--- config.mk ---
export PLATFORM = sky130hd
export DESIGN_NAME = tx_serial_7e2_flat
export DESIGN_NICKNAME = d
export VERILOG_FILES = /design/src/rtl/tx_serial_7e2_if.sv /design/src/rtl/tx_serial_7e2.sv /design/src/flat_wrapper.sv
export SDC_FILE = /design/constraint.sdc
export NUM_CORES = 1
export LEC_CHECK = 0
export ABC_AREA = 1
export CAP_MARGIN = 20
export CORE_MARGIN = 2
export CORE_UTILIZATION = 50
export DETAILED_ROUTE_END_ITERATION = 10
export DONT_BUFFER_PORTS = 1
export GPL_TIMING_DRIVEN = 0
export SETUP_SLACK_MARGIN = 0.02
export SLEW_MARGIN = 20
export SYNTH_ARGS = -nofsm -noshare
export SYNTH_HDL_FRONTEND = slang
export SYNTH_SLANG_ARGS = --single-unit
--- constraint.sdc ---
create_clock -name clock -period 3.85 [get_ports clock]
set_input_delay 0.1925 -clock clock [delete_from_list [all_inputs] [get_ports clock]]
set_output_delay 0.1925 -clock clock [all_outputs]
set_load 0.05 [all_outputs]
--- src/rtl/tx_serial_7e2_if.sv ---
// tx_serial_7e2_if: start/done handshake between the control unit and the serial transmitter
interface tx_serial_7e2_if;
  logic       partida;
  logic [6:0] dados_ascii;
  logic       pronto;
  logic       ocupado;
  modport master (output partida, dados_ascii, input pronto, ocupado);
  modport slave  (input partida, dados_ascii, output pronto, ocupado);
endinterface

--- src/rtl/tx_serial_7e2.sv ---
// tx_serial_7e2: 7E2 async serial transmitter (start, 7 data LSB first, even parity, 2 stop)
module tx_serial_7e2 #(
  parameter int BAUD_DIV = 434,
  parameter int DIV_W    = 16
) (
  input  logic             clock,
  input  logic             reset,
  input  logic             zera,
  tx_serial_7e2_if.slave   bus,
  output logic             saida_serial,
  output logic [3:0]       db_estado
);
  typedef enum logic [3:0] {IDLE = 4'b0000, PREP = 4'b0001, TX = 4'b0010, FINAL = 4'b0011} state_t;
  state_t             state, state_n;
  logic [10:0]        shreg, shreg_n;
  logic [DIV_W-1:0]   baud, baud_n;
  logic [3:0]         bit_cnt, bit_n;
  logic               saida_n;
  logic               wrap;
  assign wrap = baud == DIV_W'(BAUD_DIV - 1);
  // saida_n tracks the shift register's next bit 0 so the line is low from the first TX cycle
  always_comb begin
    state_n = state;
    shreg_n = shreg;
    baud_n  = baud;
    bit_n   = bit_cnt;
    saida_n = 1'b1;
    case (state)
      IDLE:  state_n = bus.partida ? PREP : IDLE;
      PREP: begin
        shreg_n = {2'b11, ^bus.dados_ascii, bus.dados_ascii, 1'b0};
        baud_n  = '0;
        bit_n   = '0;
        saida_n = 1'b0;
        state_n = TX;
      end
      TX: begin
        baud_n  = wrap ? '0 : baud + DIV_W'(1);
        shreg_n = wrap ? {1'b1, shreg[10:1]} : shreg;
        bit_n   = wrap ? bit_cnt + 4'd1 : bit_cnt;
        state_n = (wrap && bit_cnt == 4'd10) ? FINAL : TX;
        saida_n = (wrap && bit_cnt == 4'd10) ? 1'b1 : shreg_n[0];
      end
      FINAL: state_n = IDLE;
      default: state_n = IDLE;
    endcase
  end
  always_ff @(posedge clock or posedge reset) begin
    if (reset) begin
      state        <= IDLE;
      shreg        <= '0;
      baud         <= '0;
      bit_cnt      <= '0;
      saida_serial <= 1'b1;
    end else if (zera) begin
      state        <= IDLE;
      shreg        <= '0;
      baud         <= '0;
      bit_cnt      <= '0;
      saida_serial <= 1'b1;
    end else begin
      state        <= state_n;
      shreg        <= shreg_n;
      baud         <= baud_n;
      bit_cnt      <= bit_n;
      saida_serial <= saida_n;
    end
  end
  assign bus.pronto  = state == FINAL;
  assign bus.ocupado = state == PREP || state == TX;
  assign db_estado   = (state inside {IDLE, PREP, TX, FINAL}) ? state : 4'hF;
endmodule
--- src/flat_wrapper.sv ---
// flat-port wrapper written by rule: the top's interface ports become plain ports
module tx_serial_7e2_flat 
#(
  parameter int BAUD_DIV = 434,
  parameter int DIV_W    = 16
)
  (clock, reset, zera, saida_serial, db_estado, bus_partida, bus_dados_ascii, bus_pronto, bus_ocupado);
  tx_serial_7e2_if bus_i ();
  input  logic clock;
  input  logic reset;
  input  logic zera;
  output logic saida_serial;
  output logic [3:0] db_estado;
  input wire logic [$bits(bus_i.partida)-1:0] bus_partida;
  input wire logic [$bits(bus_i.dados_ascii)-1:0] bus_dados_ascii;
  output wire logic [$bits(bus_i.pronto)-1:0] bus_pronto;
  output wire logic [$bits(bus_i.ocupado)-1:0] bus_ocupado;
  assign bus_i.partida = bus_partida;
  assign bus_i.dados_ascii = bus_dados_ascii;
  assign bus_pronto = bus_i.pronto;
  assign bus_ocupado = bus_i.ocupado;
  tx_serial_7e2 #(.BAUD_DIV(BAUD_DIV), .DIV_W(DIV_W)) u_core (.clock(clock), .reset(reset), .zera(zera), .bus(bus_i), .saida_serial(saida_serial), .db_estado(db_estado));
endmodule
Word level (Yosys, flattened, before mapping). Cells that the tools add are included.

Add/subtract/negate cells: 2. Shift-type cells: 0. Reductions and logical operators: 7. $mul: 0. Bitwise logic cells: 0. Div/mod/pow operators: 0. Eq/ne operators: 6. Mux-type cells: 17. Order comparisons: 0.

Operators with widths (count): two-way mux 16 bit (2); one-hot mux 16 bit (2 select lines) (1); two-way mux 11 bit (2); one-hot mux 11 bit (2 select lines) (1); adder 16 x 1 -> 16 bit, second input constant (1); equality test 16 x 9 -> 1 bit, second input constant (1); two-way mux 4 bit (4); one-hot mux 4 bit (3 select lines) (1); equality test 4 x 2 -> 1 bit, second input constant (2); one-hot mux 4 bit (2 select lines) (1); XOR reduction 7 bit (1); adder 4 x 1 -> 4 bit, second input constant (1); equality test 4 x 1 -> 1 bit, second input constant (1); equality test 4 bit, second input constant (1); zero test 4 bit (1); two-way mux 1 bit (4); nonzero test 4 bit (1); != test 3 x 2 -> 1 bit, second input constant (1); nonzero test 3 bit (1); one-hot mux 1 bit (2 select lines) (1); AND reduction 2 bit (1); logical AND 1 bit (1); logical OR 1 bit (1).

Bits in writable memories: 0. Output and inout bits: 7. Memories: 0. Input bits: 11. Word-level logic and storage cells: 38. Register bits after elaboration: 36. Bits in read-only memories: 0. Latch bits: 0.

Depth between registers and ports, before layout. Gate-level depths: netlist of run 1.

Word-level depth: 5. Gate-level depth with buffers: 11. Gate-level depth less buffers: 11.

Worst setup path before layout of run 1. Ideal clock, no wire load.

Path kind: reg2out. Start point: register u_core.state[0]. End point: output port db_estado[0]. Stages on the path, launching flop included: 5. Arrival: 3116 ps. Setup slack: 541 ps. Path buffers: 0. Cells stage by stage: dfrtp_1 -> ha_1 -> nor4_1 -> inv_1 -> nand2_1.

Cells in the longest elaborated chain, start to end: 3. Elaborated cells on any way between the ends: 6. Those cells by class: eq/ne (3); mux (1); reduce/logical (2).

Ends and longest elaborated chain: start: declaration (RTL line tx_serial_7e2.sv:14) `state_t state, state_n;`; start signal: assignment (RTL line tx_serial_7e2.sv:62) `state <= state_n;`; equality test 4 x 2 -> 1 bit; via bus_pronto (RTL line flat_wrapper.sv:16) `output wire logic [$bits(bus_i.pronto)-1:0] bus_pronto;`; nonzero test 4 bit (RTL line tx_serial_7e2.sv:71) `assign db_estado = (state inside {IDLE, PREP, TX, FINAL}) ? state : 4'hF;`; two-way mux 4 bit (RTL line tx_serial_7e2.sv:71); end: declaration (RTL line flat_wrapper.sv:13) `output logic [3:0] db_estado;`.

The timed path passes the listed nets, and every way through them passes these cells.

Final worst setup path of run 1.
Start point: register u_core.state[0]. End point: output port db_estado[1].

The elaborated chain is that of the path after synthesis.

==> run metrics, run 1 <==
critical path cell sequence=ha_1, nor4_2, buf_1, inv_1, nand2_1; critical path buffer and inverter count=2; PortBufs=0; Critical Path Max Stage Delay=0.42 ns; cts bufs inserted=5; top cell type by total area after synthesis=dfrtp_1; sequential area share after synthesis=0.393; Mean Syn Cell Area=7.40 um^2; fin nets=323; Synth top area share=0.381; TritonCTS clock tree=done; Total Neg Setup Slack=0 ns; first-pass GRT wire length=7.28 mm; clk sink count=34; largest net degree at the start of global routing=35; status=finished clean; Vias/cell=4.74; die width=69.9 um; post-synthesis register bit count=34; Setup crit start kind=flip-flop; critical path class=flip-flop to output port; Final Cell Area=2360 um^2; clk buf depth=2; GP Congestion=0.744; Final Hold Viols=0; Final ANT Viol Nets=0; GR peak layer=met2; worst rel slew slack=0.521; Worst Hold Depth=3; clock insertion delay at the later pin of the skew report=0.29 ns; DP Area=2250 um^2; post-route core utilization=0.577; unrepaired setup endpoints after global routing=no; Routed WL=4.16 mm; VDD IR max=244 uV; reg-to-reg slack, setup=2.09 ns; Synth Cell Area=2170 um^2; Boundary Pins=18; Detailed Routing Iterations Pass 1=4; Ant. Diodes=0; CP max-delay cell=ha_1; Synth area leaders=dfrtp_1 (38%), nand2_1 (19%), inv_1 (6.4%); Initial Util=0.531; fillers=392; syn_nets=312; number of global-route vias before repair=1,656; reg2reg start=u_core.state[0]; commonest non-fill, non-tap cell in the layout=nand2_1; fin crit share=0.577; Final Max Slew Viols=0; GR Layer Usage met3=0.0404; # Post-CTS Setup Buffers=0; crit path time final=2.22 ns; Core Footprint=4090 um^2; GRT overflow=0; yosys synthesis warning count=0; vias=1,683; Data required, critical path=3.66 ns; GR Util met1=0.226; Max Freq=450 MHz; cells after synthesis=293; Max Clock Skew=0.0109 ns; Crit Path Max Fanout=3; fraction of layout cells with a size suffix above 1=0.148; most frequent cells in the layout=nand2_1 (110), inv_1 (36), dfrtp_1 (33), nor2_1 (29), nand3_1 (13); Least-Margin Pin Slew=0.718 ns; met2 Use GR=0.325; Starting DRT DRC Count=53; Hold WC Path Type=input port to flip-flop; CP Capture Type=output port; Rows=23; Layout Area Growth over Synthesis=8.83%; Final WS setup=1.63 ns; Clock Root Buffer=clkbuf_8; setup slack at placement=1.94 ns; die footprint=4880 um^2; hold path start=zera; Crit path max-delay family=simple AND/OR/NAND/NOR gates; critical path arrival=2.03 ns; clock transition at the registers of the reported paths=0.07 ns; WHS Endpoint=u_core.shreg[0]; Yosys cell types=33; CTS resizes=0; Worst R2R End=u_core.baud[9]; Die H=69.9 um; antenna violations before repair=0; max-cap viol count=0; Leakage=1.22 nW; Reg2Reg Depth=8; setup violators final=0; CTS HTree Levels=2; total global-route track usage=0.188; DP HPWL=3.03 mm; WL per Instance=11.7 um; power per cell area=353 nW/um^2; drc violations=0
-- worst max-delay path by stage --
stage          cells after the start       startpoint            to  slack [ns]
6_report                           5  u_core.state[0]  db_estado[1]        1.63
3_3_place_gp                       4  u_core.state[0]  db_estado[0]        0.43
3_5_place_dp                       5  u_core.state[0]  db_estado[1]        1.94
5_1_grt                            5  u_core.state[0]  db_estado[1]        1.50
4_1_cts                            5  u_core.state[0]  db_estado[1]        1.61
2_1_floorplan                      4  u_core.state[0]  db_estado[0]        0.54
-- metrics by stage --
stage | hold slack, ns | instances | power [W]
3_5_place_dp | 0.238 | 345 | 0.000561
4_1_cts | 0.0681 | 355 | 0.000845
5_1_grt | 0.0727 | 355 | 0.000877
6_report | 0.0755 | 355 | 0.000833
2_1_floorplan | 0.259 | 293 | 0.000531
3_3_place_gp | 0.264 | 343 | 0.000556
-- registers in the layout, indices dropped and copies added, names as in the netlist --
signal / count
u_core.state: 2
u_core.baud: 16
u_core.saida_serial: 1
u_core.bit_cnt: 4
u_core.shreg: 11
-- cells in the mapped netlist, drive strengths merged --
cell type / instances
a21oi: 5
buf: 4
clkinv: 2
dfrtp: 33
dfstp: 1
ha: 8
inv: 41
nand2: 119
nand3: 15
nand3b: 1
nand4: 1
nor2: 38
nor3: 6
nor3b: 1
nor4: 2
o21ai: 8
o21bai: 1
o22ai: 1
xnor2: 4
xor2: 2
-- worst reg2reg max path: stages (launching register included) --
cell and delay [ns]:
dfrtp_1 0.39, inv_1 0.09, ha_1 0.30, nor2_4 0.31
nand2_8 0.14, nand2_4 0.13, buf_6 0.15, o21ai_0 0.09
nor2_1 0.10
-- kinds of logic after synthesis --
logic type | share of synthesized area
AND/OR/NAND/NOR | 0.398
flip-flops | 0.393
AO/OA/AOI/OAI | 0.0381
adder cells (fa/ha/maj) | 0.0462
buffers and inverters | 0.101
XOR/XNOR | 0.0242
-- area by class of cell --
type	instances	area [um^2]	area share
Buffer	4	46.3	0.0196
Clock buffer	7	86.3	0.0366
Clock inverter	1	5.00	0.00212
Inverter	43	173	0.0732
Multi-Input combinational cell	212	1100	0.468
Sequential cell	34	852	0.361
Tap cell	50	62.6	0.0265
Timing Repair Buffer	4	31.3	0.0133
-- what timing repair did --
item                       in CTS  in global routing
setup endpoints to repair       0                  0
hold buffers                    2                  0
hold endpoints to repair       34                  0
-- layer usage --
metal  routed length (um)  vias up  share of wire
li1                     -      909              -
met3                  105        7          0.025
met5                    0        -              0
met1                 1970      747           0.47
met4                   53        0          0.013
met2                 2030       20           0.49
-- power breakdown --
part | switching [W] | leakage [nW] | total [W] | internal (W)
clock network | 0.000135 | 0.0482 | 0.000279 | 0.000144
logic | 0.000116 | 0.707 | 0.000164 | 0.0000481
registers | 0.0000139 | 0.463 | 0.000389 | 0.000375
total | 0.000265 | 1.22 | 0.000833 | 0.000568
Power figures use the tool's default switching activity.
==> run 2, diff against run 1 <==
--- a/config.mk
+++ b/config.mk
@@ -5,13 +5,14 @@
 export SDC_FILE = /design/constraint.sdc
 export NUM_CORES = 1
 export LEC_CHECK = 0
-export ABC_AREA = 1
+export ABC_AREA = 0
 export CAP_MARGIN = 20
 export CORE_MARGIN = 2
 export CORE_UTILIZATION = 50
 export DETAILED_ROUTE_END_ITERATION = 10
 export DONT_BUFFER_PORTS = 1
 export GPL_TIMING_DRIVEN = 0
+export PLACE_DENSITY = 0.68
 export SETUP_SLACK_MARGIN = 0.02
 export SLEW_MARGIN = 20
 export SYNTH_ARGS = -nofsm -noshare
==> constraint.sdc (replaced) <==
create_clock -name clock -period 1.8 [get_ports clock]
set_input_delay 0.09 -clock clock [delete_from_list [all_inputs] [get_ports clock]]
set_output_delay 0.09 -clock clock [all_outputs]
set_load 0.05 [all_outputs]
==> run 2 against run 1 <==
Against the previous run:
- the flow now finishes with violations (negative setup slack)
- core utilization increased by 16 points
- combinational power rose to 3.0 times the previous value
- synthesized cell count is 33% lower
- via count increased by 5.5%
- sequential share of layout area down 4.8 points
- clock-buffer cell count did not move
- flip-flop and latch count unchanged
- largest cell class unchanged
==> run metrics, run 2 <==
Hold WC Path Type=input port to flip-flop; clk sink count=34; TritonCTS clock tree=done; critical path class=flip-flop to output port; PortBufs=0; yosys synthesis warning count=0; fraction of layout cells with a size suffix above 1=0.350; power per cell area=757 nW/um^2; Worst R2R End=u_core.baud[11]; Least-Margin Pin Slew=0.829 ns; post-route core utilization=0.736; Vias/cell=6.29; Final ANT Viol Nets=0; Primary FF master, synth=dfrtp_1; EDFF count, synth=0; Post-synth ARST share=1.00; Core Footprint=3720 um^2; WP depth=4; reg-to-reg slack, setup=-0.08 ns; top cell type by total area after synthesis=dfrtp_1; failing checks=negative setup slack; Largest regs=u_core.baud: 16 flops, u_core.shreg: 11 flops, u_core.bit_cnt: 4 flops; die width=66.8 um; Ant. Diodes=0; Clock Root Buffer=clkbuf_8; Synth area leaders=dfrtp_1 (42%), xnor2_1 (5.8%), ha_1 (5.1%); critical path buffer and inverter count=1; Initial Util=0.531; post-synthesis xor/xnor area fraction=0.0621; portion of total power attributed to the clock network=0.356; first-pass GRT wire length=8.00 mm; post-synthesis register bit count=34; worst rel slew slack=0.443; Non-Filler Instances=282; VDD IR max=712 uV; Net Sw Frac=0.293; Max Clock Skew=0.00915 ns; number of global-route vias before repair=1,677; CP max-delay cell=nor4_4; clock insertion delay at the later pin of the skew report=0.29 ns; Synth Area in Simple Gates=0.208; Layout Area Growth over Synthesis=38.7%; most flop-heavy register=u_core.baud; Switch Pwr=0.000607 W; drc violations=0; Synth Cell Area=1970 um^2; CP Launch Point=u_core.state[1]; DP HPWL=2.93 mm; combinational power share=0.236; CTS HTree Levels=2; fin crit share=1.21; adder-cell share of the synthesized area=0.0507; most frequent cells in the layout=dfrtp_1 (30), nor2_1 (19), buf_4 (17), xnor2_1 (12); hold path start=bus_partida; cts bufs inserted=5; clock transition at the registers of the reported paths=0.07 ns; clk buf depth=2; Reg2Reg Depth=9; Total Neg Setup Slack=-1.37 ns; Crit path max-delay family=simple AND/OR/NAND/NOR gates; WL per Instance=18.5 um; Routed WL=5.22 mm; largest net degree at the start of global routing=35; status=finished, violations left; crit path time final=2.18 ns; syn_nets=214; sequential area share after synthesis=0.432; Yosys cell types=52; unrepaired setup endpoints after global routing=yes; list of most frequent post-synthesis cells=dfrtp_1 (33), nor2_1 (22), xnor2_1 (13); Final WS setup=-0.383 ns; reg2reg start=u_core.state[1]; CP Capture Type=output port; Die H=66.8 um; WHS Endpoint=u_core.state[0]; Starting DRT DRC Count=171; critical path cell sequence=inv_2, ha_4, nor4_4, or2_4; Setup crit start kind=flip-flop; die footprint=4460 um^2; Pwr Total=0.00207 W; largest family of logic cells by synthesized area=simple AND/OR/NAND/NOR gates; Compound-Gate Fraction of Synth Area=0.194; Leakage=1.14 nW; Detailed Routing Iterations Pass 1=5; GRT overflow=0; setup violators final=11; Placed Instances=243; Seq pwr share=0.408; Mean Syn Cell Area=10.1 um^2; Max Freq=458 MHz; commonest non-fill, non-tap cell in the layout=dfrtp_1; cells after synthesis=195; Final Hold Viols=0; fillers=246; Final Max Slew Viols=0; Boundary Pins=18; Data required, critical path=1.71 ns; fin nets=252; Synth top area share=0.419; critical path arrival=2.09 ns; Critical Path Max Stage Delay=0.75 ns; GP Congestion=0.847; Pint=0.00147 W; most frequent cell after synthesis=dfrtp_1; max-cap viol count=0; vias=1,775; Worst Hold Depth=4; post-synthesis mux area share=0.00507; antenna violations before repair=0; total global-route track usage=0.241; Rows=22; Largest register FFs=16; Crit Path Max Fanout=4
[run 2: power by group through the flow]
stage	logic, W	clock network (W)	registers [W]
after floorplan	0.000286	0	0.000843
after global placement	0.000327	0	0.000849
after detailed placement	0.000335	0	0.000852
after CTS	0.000422	0.000746	0.000842
after global routing	0.000513	0.000782	0.000848
final	0.000489	0.000738	0.000845
[run 2: final cells by class]
class,count,area [um^2],area share
Buffer,10,101,0.0370
Clock buffer,7,86.3,0.0316
Clock inverter,1,30.0,0.0110
Inverter,7,28.8,0.0105
Multi-Input combinational cell,144,1280,0.467
Sequential cell,34,856,0.313
Tap cell,48,60.1,0.0219
Timing Repair Buffer,31,295,0.108
[run 2: how the worst max path moves through the flow]
stage,to,slack (ns)
after global routing,db_estado[1],-0.44
after global placement,db_estado[0],-0.16
after floorplan,db_estado[0],-0.10
after detailed placement,db_estado[0],-0.20
after CTS,db_estado[1],-0.40
final,db_estado[1],-0.38
[run 2: repair_timing]
item,CTS,global route
endpoints found under the setup margin,33,29
pin swaps,10,29
endpoints found under the hold margin,40,0
hold buffers,8,0
buffers inserted,8,17
gates cloned,1,0
gates resized for setup,34,24
[run 2: metrics by stage]
stage               hold WS [ns]  instance area (um^2)  setup slack (ns)
finish                    0.0786                  2740            -0.383
global route               0.107                  2740            -0.442
CTS                       0.0792                  2510            -0.398
detailed placement         0.127                  2070            -0.201
global placement           0.274                  2070            -0.163
floorplan                  0.231                  2010            -0.105
[run 2: cell families after synthesis]
| group | Yosys count |
|---|---|
| DFF | 34 |
| buffers and inverters | 18 |
| muxes | 1 |
| and+or+nand+nor | 68 |
| adders and majority gates | 8 |
| AOI/OAI and AO/OA | 52 |
| xor gates and xnor gates | 14 |
[run 2: worst reg2reg max path, stage by stage, from the launching register on]
cell	delay, ns
dfrtp_2	0.44
inv_2	0.08
ha_4	0.17
buf_4	0.13
buf_6	0.12
o311ai_4	0.34
buf_6	0.18
nor4_4	0.05
xnor2_1	0.18
nor2_1	0.07
[run 2: per-layer routing]
| layer | routed length [um] | global-route usage | part of all wire | up-vias |
|---|---|---|---|---|
| met1 | 2210 | 0.315 | 0.42 | 880 |
| li1 | - | - | - | 799 |
| met5 | 0 | 0 | 0 | - |
| met4 | 76 | 0.0765 | 0.015 | 0 |
| met3 | 335 | 0.0642 | 0.064 | 10 |
| met2 | 2600 | 0.389 | 0.50 | 86 |
